<file path="src/rtl/writeback_unit.sv">
// writeback_unit: merges ALU results (via a small in-order FIFO) and
// out-of-order load responses onto the register file's single write port.
// A per-register pending-load scoreboard keeps ALU writes from overtaking
// an outstanding load to the same register. r15 is never written.
// Optional macro WB_FORWARD_EN adds a combinational forwarding lookup
// (fwd_addr / fwd_hit / fwd_data).
module writeback_unit #(
    parameter int DATA_W     = 16,
    parameter int FIFO_DEPTH = 4
) (
    input  logic              clk,
    input  logic              rst,
    input  logic              alu_valid,
    input  logic [3:0]        alu_rd,
    input  logic [DATA_W-1:0] alu_data,
    output logic              alu_ready,
    input  logic              ld_issue_valid,
    input  logic [3:0]        ld_issue_rd,
    output logic              ld_issue_ready,
    input  logic              ld_rsp_valid,
    input  logic [3:0]        ld_rsp_rd,
    input  logic [DATA_W-1:0] ld_rsp_data,
    output logic [3:0]        a3,
    output logic [DATA_W-1:0] wd3,
    output logic              we3,
    output logic [15:0]       busy,
    output logic [1:0]        err
`ifdef WB_FORWARD_EN
    ,
    input  logic [3:0]        fwd_addr,
    output logic              fwd_hit,
    output logic [DATA_W-1:0] fwd_data
`endif
);

    localparam int AW = $clog2(FIFO_DEPTH);
    localparam int PW = AW + 1;   // extra bit separates full from empty

    typedef struct packed {
        logic [3:0]        rd;
        logic [DATA_W-1:0] data;
    } ent_t;

    ent_t [FIFO_DEPTH-1:0] mem_q, mem_d;
    logic [PW-1:0]         wptr_q, wptr_d, rptr_q, rptr_d;
    logic [15:0]           busy_q, busy_d;
    logic [1:0]            err_q, err_d;
    logic                  we3_q, we3_d;
    logic [3:0]            a3_q, a3_d;
    logic [DATA_W-1:0]     wd3_q, wd3_d;

    logic fifo_empty, fifo_full, push, pop;
    ent_t head;

    assign fifo_empty     = (wptr_q == rptr_q);
    assign fifo_full      = (wptr_q[AW] != rptr_q[AW]) &&
                            (wptr_q[AW-1:0] == rptr_q[AW-1:0]);
    assign head           = mem_q[rptr_q[AW-1:0]];
    assign alu_ready      = !fifo_full;
    assign push           = alu_valid && !fifo_full;
    // Head pops only when no load response claims the port and its
    // destination has no outstanding load (head-of-line stall otherwise).
    assign pop            = !ld_rsp_valid && !fifo_empty && !busy_q[head.rd];
    assign ld_issue_ready = !busy_q[ld_issue_rd];

    assign a3   = a3_q;
    assign wd3  = wd3_q;
    assign we3  = we3_q;
    assign busy = busy_q;
    assign err  = err_q;

    // Next-state: write select, scoreboard update, error flags, FIFO push/pop.
    always_comb begin
        mem_d  = mem_q;
        wptr_d = wptr_q;
        rptr_d = rptr_q;
        busy_d = busy_q;
        err_d  = err_q;
        we3_d  = 1'b0;
        a3_d   = a3_q;
        wd3_d  = wd3_q;

        if (ld_rsp_valid) begin
            if (ld_rsp_rd == 4'd15) begin
                err_d[0] = 1'b1;
            end else begin
                we3_d = 1'b1;
                a3_d  = ld_rsp_rd;
                wd3_d = ld_rsp_data;
                if (!busy_q[ld_rsp_rd]) err_d[1] = 1'b1;
                busy_d[ld_rsp_rd] = 1'b0;
            end
        end else if (pop) begin
            rptr_d = rptr_q + PW'(1);
            if (head.rd == 4'd15) begin
                err_d[0] = 1'b1;
            end else begin
                we3_d = 1'b1;
                a3_d  = head.rd;
                wd3_d = head.data;
            end
        end

        // Issue is applied after the response clear so a newer issue wins.
        if (ld_issue_valid && ld_issue_ready) begin
            if (ld_issue_rd == 4'd15) err_d[0] = 1'b1;
            else                      busy_d[ld_issue_rd] = 1'b1;
        end

        if (push) begin
            mem_d[wptr_q[AW-1:0]] = '{rd: alu_rd, data: alu_data};
            wptr_d = wptr_q + PW'(1);
        end
    end

    // State registers with asynchronous clear.
    always_ff @(posedge clk or posedge rst) begin
        if (rst) begin
            mem_q  <= '0;
            wptr_q <= '0;
            rptr_q <= '0;
            busy_q <= '0;
            err_q  <= '0;
            we3_q  <= 1'b0;
            a3_q   <= '0;
            wd3_q  <= '0;
        end else begin
            mem_q  <= mem_d;
            wptr_q <= wptr_d;
            rptr_q <= rptr_d;
            busy_q <= busy_d;
            err_q  <= err_d;
            we3_q  <= we3_d;
            a3_q   <= a3_d;
            wd3_q  <= wd3_d;
        end
    end

`ifdef WB_FORWARD_EN
    logic [PW-1:0] fwd_cnt;
    logic [AW-1:0] fwd_idx;

    // Forward lookup: write stage first, then FIFO oldest->youngest so the
    // youngest FIFO match overrides everything before it.
    always_comb begin
        fwd_hit  = 1'b0;
        fwd_data = '0;
        fwd_cnt  = wptr_q - rptr_q;
        fwd_idx  = '0;
        if (fwd_addr != 4'd15 && !busy_q[fwd_addr]) begin
            if (we3_q && a3_q == fwd_addr) begin
                fwd_hit  = 1'b1;
                fwd_data = wd3_q;
            end
            for (int k = 0; k < FIFO_DEPTH; k++) begin
                fwd_idx = rptr_q[AW-1:0] + AW'(k);
                if (PW'(k) < fwd_cnt && mem_q[fwd_idx].rd == fwd_addr) begin
                    fwd_hit  = 1'b1;
                    fwd_data = mem_q[fwd_idx].data;
                end
            end
        end
    end
`endif

endmodule

</file>
<file path="config.mk">
export PLATFORM = sky130hd
export DESIGN_NAME = writeback_unit
export DESIGN_NICKNAME = d
export VERILOG_FILES = /design/src/rtl/writeback_unit.sv
export SDC_FILE = /design/constraint.sdc
export NUM_CORES = 1
export LEC_CHECK = 0
export CAP_MARGIN = 20
export CORE_UTILIZATION = 45
export CTS_CLUSTER_DIAMETER = 150
export DETAILED_ROUTE_END_ITERATION = 10
export GPL_ROUTABILITY_DRIVEN = 0
export PLACE_DENSITY_LB_ADDON = 0.08
export RECOVER_POWER = 100
export SETUP_SLACK_MARGIN = 0.05
export SYNTH_ARGS = -nofsm -noshare
export SYNTH_HDL_FRONTEND = slang
export SYNTH_SLANG_ARGS = --single-unit
</file>
<file path="constraint.sdc">
create_clock -name clk -period 6.27 [get_ports clk]
set_input_delay 0.627 -clock clk [delete_from_list [all_inputs] [get_ports clk]]
set_output_delay 0.627 -clock clk [all_outputs]
set_load 0.005 [all_outputs]
</file>
After elaboration in Yosys (flattened, before gate mapping). Index checks and enable logic that the tools add are counted. W data, S select, Z words.

Bits of input ports: 49. Output and inout bits: 41. Logic and storage cells: 94. Flip-flop bits (word level): 125.

Bitwise operators: 6. $add $sub $neg: 2. $lt $le $gt $ge: 8. Reductions and logical operators: 17. Equal/unequal tests: 8. Multiplexer cells: 37.

Operator list (number): $mux W16 (8); $bwmux W80 (1); $bmux W20 S2 (1); $demux W20 S2 (1); $mux W20 (2); $and A16 B16 Y16 (1); $mux W4 (4); $not A16 Y16 (1); $or A16 B16 Y16 (1); $lt A4 B5 Y1 const B (3); $mux W1 (15); $bmux W1 S4 (3); $eq A4 B4 Y1 const B (3); $demux W1 S4 (2); $ge A4 B1 Y1 const B (2); $logic_and A1 B1 Y1 (8); $add A3 B1 Y3 const B (2); $lt A2 B3 Y1 const B (2); $reduce_and A3 Y1 (2); $logic_not A1 Y1 (5); $ne A2 B2 Y1 const B (2); $eq A3 B3 Y1 (1); $not A1 Y1 (3); $eq A2 B2 Y1 (1); other kinds (4) (4).

Depth between registers and ports, before layout.
Depth in word-level cells: 11. Gate-level depth with buffers: 9. Depth with buffers taken out: 6.

Worst setup path before layout. OpenSTA, ideal clock, no wires.

Path type: register to register. From: reg rptr_q[0]. To: reg a3_q[0] (netlist: a3[0]). Library setup time: 0.125 ns. Required time: 6.145 ns. Data arrival time: 2.599 ns. Path buffers: 3. Path slack: 3.545 ns. Clock period less this slack: 2.725 ns. Stages on the path, launching flop included: 10. Cells stage by stage: dfrtp_1 buf_6 buf_2 mux4_2 and2_1 a22oi_1 a31oi_4 a31oi_2 buf_6 mux2_4.

Cells in the longest elaborated chain, start to end: 8. Elaborated cells between the ends (all ways): 16. Classes of those cells: 3 x eq/ne; 7 x mux; 6 x reduce/logical.

RTL lines: start: declaration (line 45) `logic [PW-1:0] wptr_q, wptr_d, rptr_q, rptr_d;`; start signal: assignment (line 130) `rptr_q <= rptr_d;`; $bmux W20 S2 (line 58) `assign head = mem_q[rptr_q[AW-1:0]];`; $mux W20 (not written as such) (line 58); $bmux W1 S4 (line 63) `assign pop = !ld_rsp_valid && !fifo_empty && !busy_q[head.rd];`; $mux W1 (not written as such) (line 63); $logic_not A1 Y1 (line 63); $logic_and A1 B1 Y1 (line 63); $reduce_bool A2 Y1 (no line); $reduce_and A3 Y1 (no line); end signal: assignment (line 125) `a3_q <= '0;`; end signal: assignment (line 134) `a3_q <= a3_d;`; end: declaration (line 49) `logic [3:0] a3_q, a3_d;`.

Parallel ways exist; a longest one is shown, timed or not. The select of a mux whose other input is x is not followed. A chain may end at the register's enable or synchronous reset.

Worst setup path after layout.
From: reg rptr_q[0]. To: reg a3_q[1] (netlist: a3[1]).

The elaborated chain is that of the path after synthesis.

==> impl_metrics.env <==
export IMPL_clockBufferDepth=2
export IMPL_place_area_um2=7072
export IMPL_ir_drop_mv=0.2864
export IMPL_coreArea_um2=13190
export IMPL_grt_pass1_vias=4001
export IMPL_path_max_fanout=23
export IMPL_instances_no_fill=687
export IMPL_antenna_found_initial=0
export IMPL_wl_um=13040
export IMPL_ys_types=35
export IMPL_setup_violations=0
export IMPL_grt_max_degree=66
export IMPL_finalCritPeriodShare_pct=69.26
export IMPL_vias=3766
export IMPL_final_cell_mix="125 x dfrtp_1, 102 x mux2_2, 45 x clkdlybuf4s50_1, 44 x dlygate4sd3_1, 32 x o21ai_0"
export IMPL_design_portCount=90
export IMPL_cp_required_ns=6.56
export IMPL_die_area_um2=13950
export IMPL_status="complete, but fails checks"
export IMPL_path_class="flop to flop"
export IMPL_crit_path_start="rptr_q[0]$_DFFE_PP0P_"
export IMPL_synth_avg_cell_area_um2=14.83
export IMPL_endpoint="a3[1]$_DFFE_PP0P_"
export IMPL_finClkSkew_ns=0.006238
export IMPL_synth_cells=409
export IMPL_r2r_slack_ns=1.93
export IMPL_cts_buffers=17
export IMPL_start_kind="flop"
export IMPL_place_inst=650
export IMPL_r2r_end="a3[1]$_DFFE_PP0P_"
export IMPL_fin_crit_ns=4.342
export IMPL_p_leak_uw=0.003184
export IMPL_netlist_area_leader_share_pct=51.58
export IMPL_powerDensity_nw_per_um2=542.0
export IMPL_relSlewSlack_pct=-78.41
export IMPL_ys_ff_latch=125
export IMPL_tightest_slew_ns=2.661
export IMPL_hold_viol_final=0
export IMPL_layout_commonest_cell="dfrtp_1"
export IMPL_clk_latency_ns=0.41
export IMPL_r2r_cells=7
export IMPL_final_util_pct=58.48
export IMPL_area_growth_pct=27.19
export IMPL_cts_tree="yes"
export IMPL_critPathMaxStageDelay_ns=1.34
export IMPL_nFillCells=1068
export IMPL_post_place_ws_ns=2.524
export IMPL_drive_gt1_share_pct=33.66
export IMPL_cpMaxStageDelayCell="dfrtp_1"
export IMPL_rsz0062_at_grt="false"
export IMPL_r2r_start="rptr_q[0]$_DFFE_PP0P_"
export IMPL_dp_hpwl_um=8393
export IMPL_crit_chain="mux4_2 > mux2_1 > o31a_1 > a31oi_1 > a31oi_4 > clkbuf_1 > mux2_1"
export IMPL_fmax_mhz=230.3
export IMPL_postCtsSetupBuffers=0
export IMPL_final_area_um2=7714
export IMPL_path_buf_inv=1
export IMPL_worstHoldPathCells=1
export IMPL_grt_total_usage_pct=20.26
export IMPL_die_y_um=118.1
export IMPL_syn_num_nets=463
export IMPL_num_rows=42
export IMPL_violations="max-capacitance violations, max-slew violations"
export IMPL_crit_arrival_ns=4.63
export IMPL_path_delay_family="multiplexers"
export IMPL_clock_sinks=125
export IMPL_maxCapViolations=3
export IMPL_tns_ns=0
export IMPL_cts_hold_buf=0
export IMPL_slew_viol_final=128
export IMPL_root_buffer="clkbuf_16"
export IMPL_hold_class="flop to flop"
export IMPL_ctsResizeCount=0
export IMPL_yosysWarnings=0
export IMPL_ant_nets=0
export IMPL_firstDrtPassIters=4
export IMPL_drt_iter0_drc=245
export IMPL_initial_core_util_pct=45.98
export IMPL_wire_per_inst_um=18.98
export IMPL_synth_seq_area_share_pct=51.58
export IMPL_cts_reportedPaths_clkPinSlew_ns=0.05
export IMPL_synth_largest_area_cell="dfrtp_1"
export IMPL_die_x_um=118.1
export IMPL_synth_area_um2=6065
export IMPL_grt_overflow=0
export IMPL_crit_top_cell="mux2_1"
export IMPL_path_depth=7
export IMPL_end_kind="flop"
export IMPL_htreeDepth=4
export IMPL_fin_ws_ns=1.928
export IMPL_num_nets_final=552
export IMPL_drc=0
export IMPL_antenna_cells=0
export IMPL_drt_vias_per_instance=5.482
export IMPL_synthTopCellsByArea="dfrtp_1 52%, mux2_2 19%, mux4_2 11%"
export IMPL_grt_pass1_wl_um=21300
export IMPL_port_buffers=89
## metrics by stage
stage                     hold slack, ns  power, uW
after detailed placement          0.4711       3235
after CTS                         0.4861       4382
after floorplan                   0.4655       2712
final                             0.4829       4180
after global routing              0.5042       4440
after global placement            0.4744       3176
## cell families after synthesis
| logic type | count (synthesis) | share of synthesized area [%] |
|---|---|---|
| AO/OA/AOI/OAI | 41 | 4.044 |
| XOR/XNOR | 7 | 1.011 |
| adder cells (fa/ha/maj) | 5 | 1.032 |
| buffers and inverters | 33 | 2.600 |
| flip-flops | 125 | 51.58 |
| multiplexers | 159 | 36.19 |
| AND/OR/NAND/NOR | 39 | 3.549 |
## per-layer routing
metal	vias to the layer above	GRT usage (%)	routed length, um	share of wire [%]
met4	0	8.093	204	1.6
met2	110	31.73	6313	48
met1	1950	27.10	6006	46
met3	15	4.990	519	4.0
met5	-	0	0	0
li1	1691	-	-	-
## worst min path at each step
stage                                        to  slack, ns             startpoint
after CTS                    err[1]$_DFFE_PP0P_       0.49     err[1]$_DFFE_PP0P_
final                        err[1]$_DFFE_PP0P_       0.48     err[1]$_DFFE_PP0P_
after global routing         err[1]$_DFFE_PP0P_       0.50     err[1]$_DFFE_PP0P_
after detailed placement     err[1]$_DFFE_PP0P_       0.47     err[1]$_DFFE_PP0P_
after global placement       err[1]$_DFFE_PP0P_       0.47     err[1]$_DFFE_PP0P_
after floorplan           rptr_q[2]$_DFFE_PP0P_       0.47  rptr_q[2]$_DFFE_PP0P_
## Yosys cell counts
cell,number
or3b_2,1
a21oi_1,1
a31oi_2,1
a22oi_1,1
nand3_1,3
xnor2_1,5
buf_2,3
nand2_1,12
buf_1,2
o221ai_1,1
ha_1,5
or2_2,2
a21o_1,1
nor2b_1,3
nand2b_1,5
mux2_4,20
mux2i_1,7
clkbuf_1,17
dfrtp_1,125
or3_1,1
mux4_2,30
nand4_1,1
and3_1,1
a31oi_1,1
buf_6,4
xor2_1,2
nor2_1,2
o21ai_0,32
mux2_2,102
o31a_1,1
and2_1,2
o21bai_1,1
inv_1,7
nand3b_1,6
a31oi_4,1
## area by class of cell
class                           instances  area (um^2)  area share (%)
Inverter                                7        27.53          0.3569
Sequential cell                       125         3128           40.55
Clock buffer                           22        484.2           6.277
Tap cell                              176        220.2           2.855
Clock inverter                         10        206.4           2.676
Timing Repair Buffer                   96        945.9           12.26
Multi-Input combinational cell        251         2701           35.02
## registers in the layout (all words and copies together) (netlist names)
register  cells
mem_q        80
wptr_q        3
we3           1
err           2
wd3          16
rptr_q        3
a3            4
busy         16
## power by group
part | total [uW] | switching (uW) | internal (uW)
Sequential | 1480 | 279 | 1200
Combinational | 1570 | 598 | 971
Clock | 1130 | 343 | 788
No activity file was read; power rests on OpenSTA's default activity.
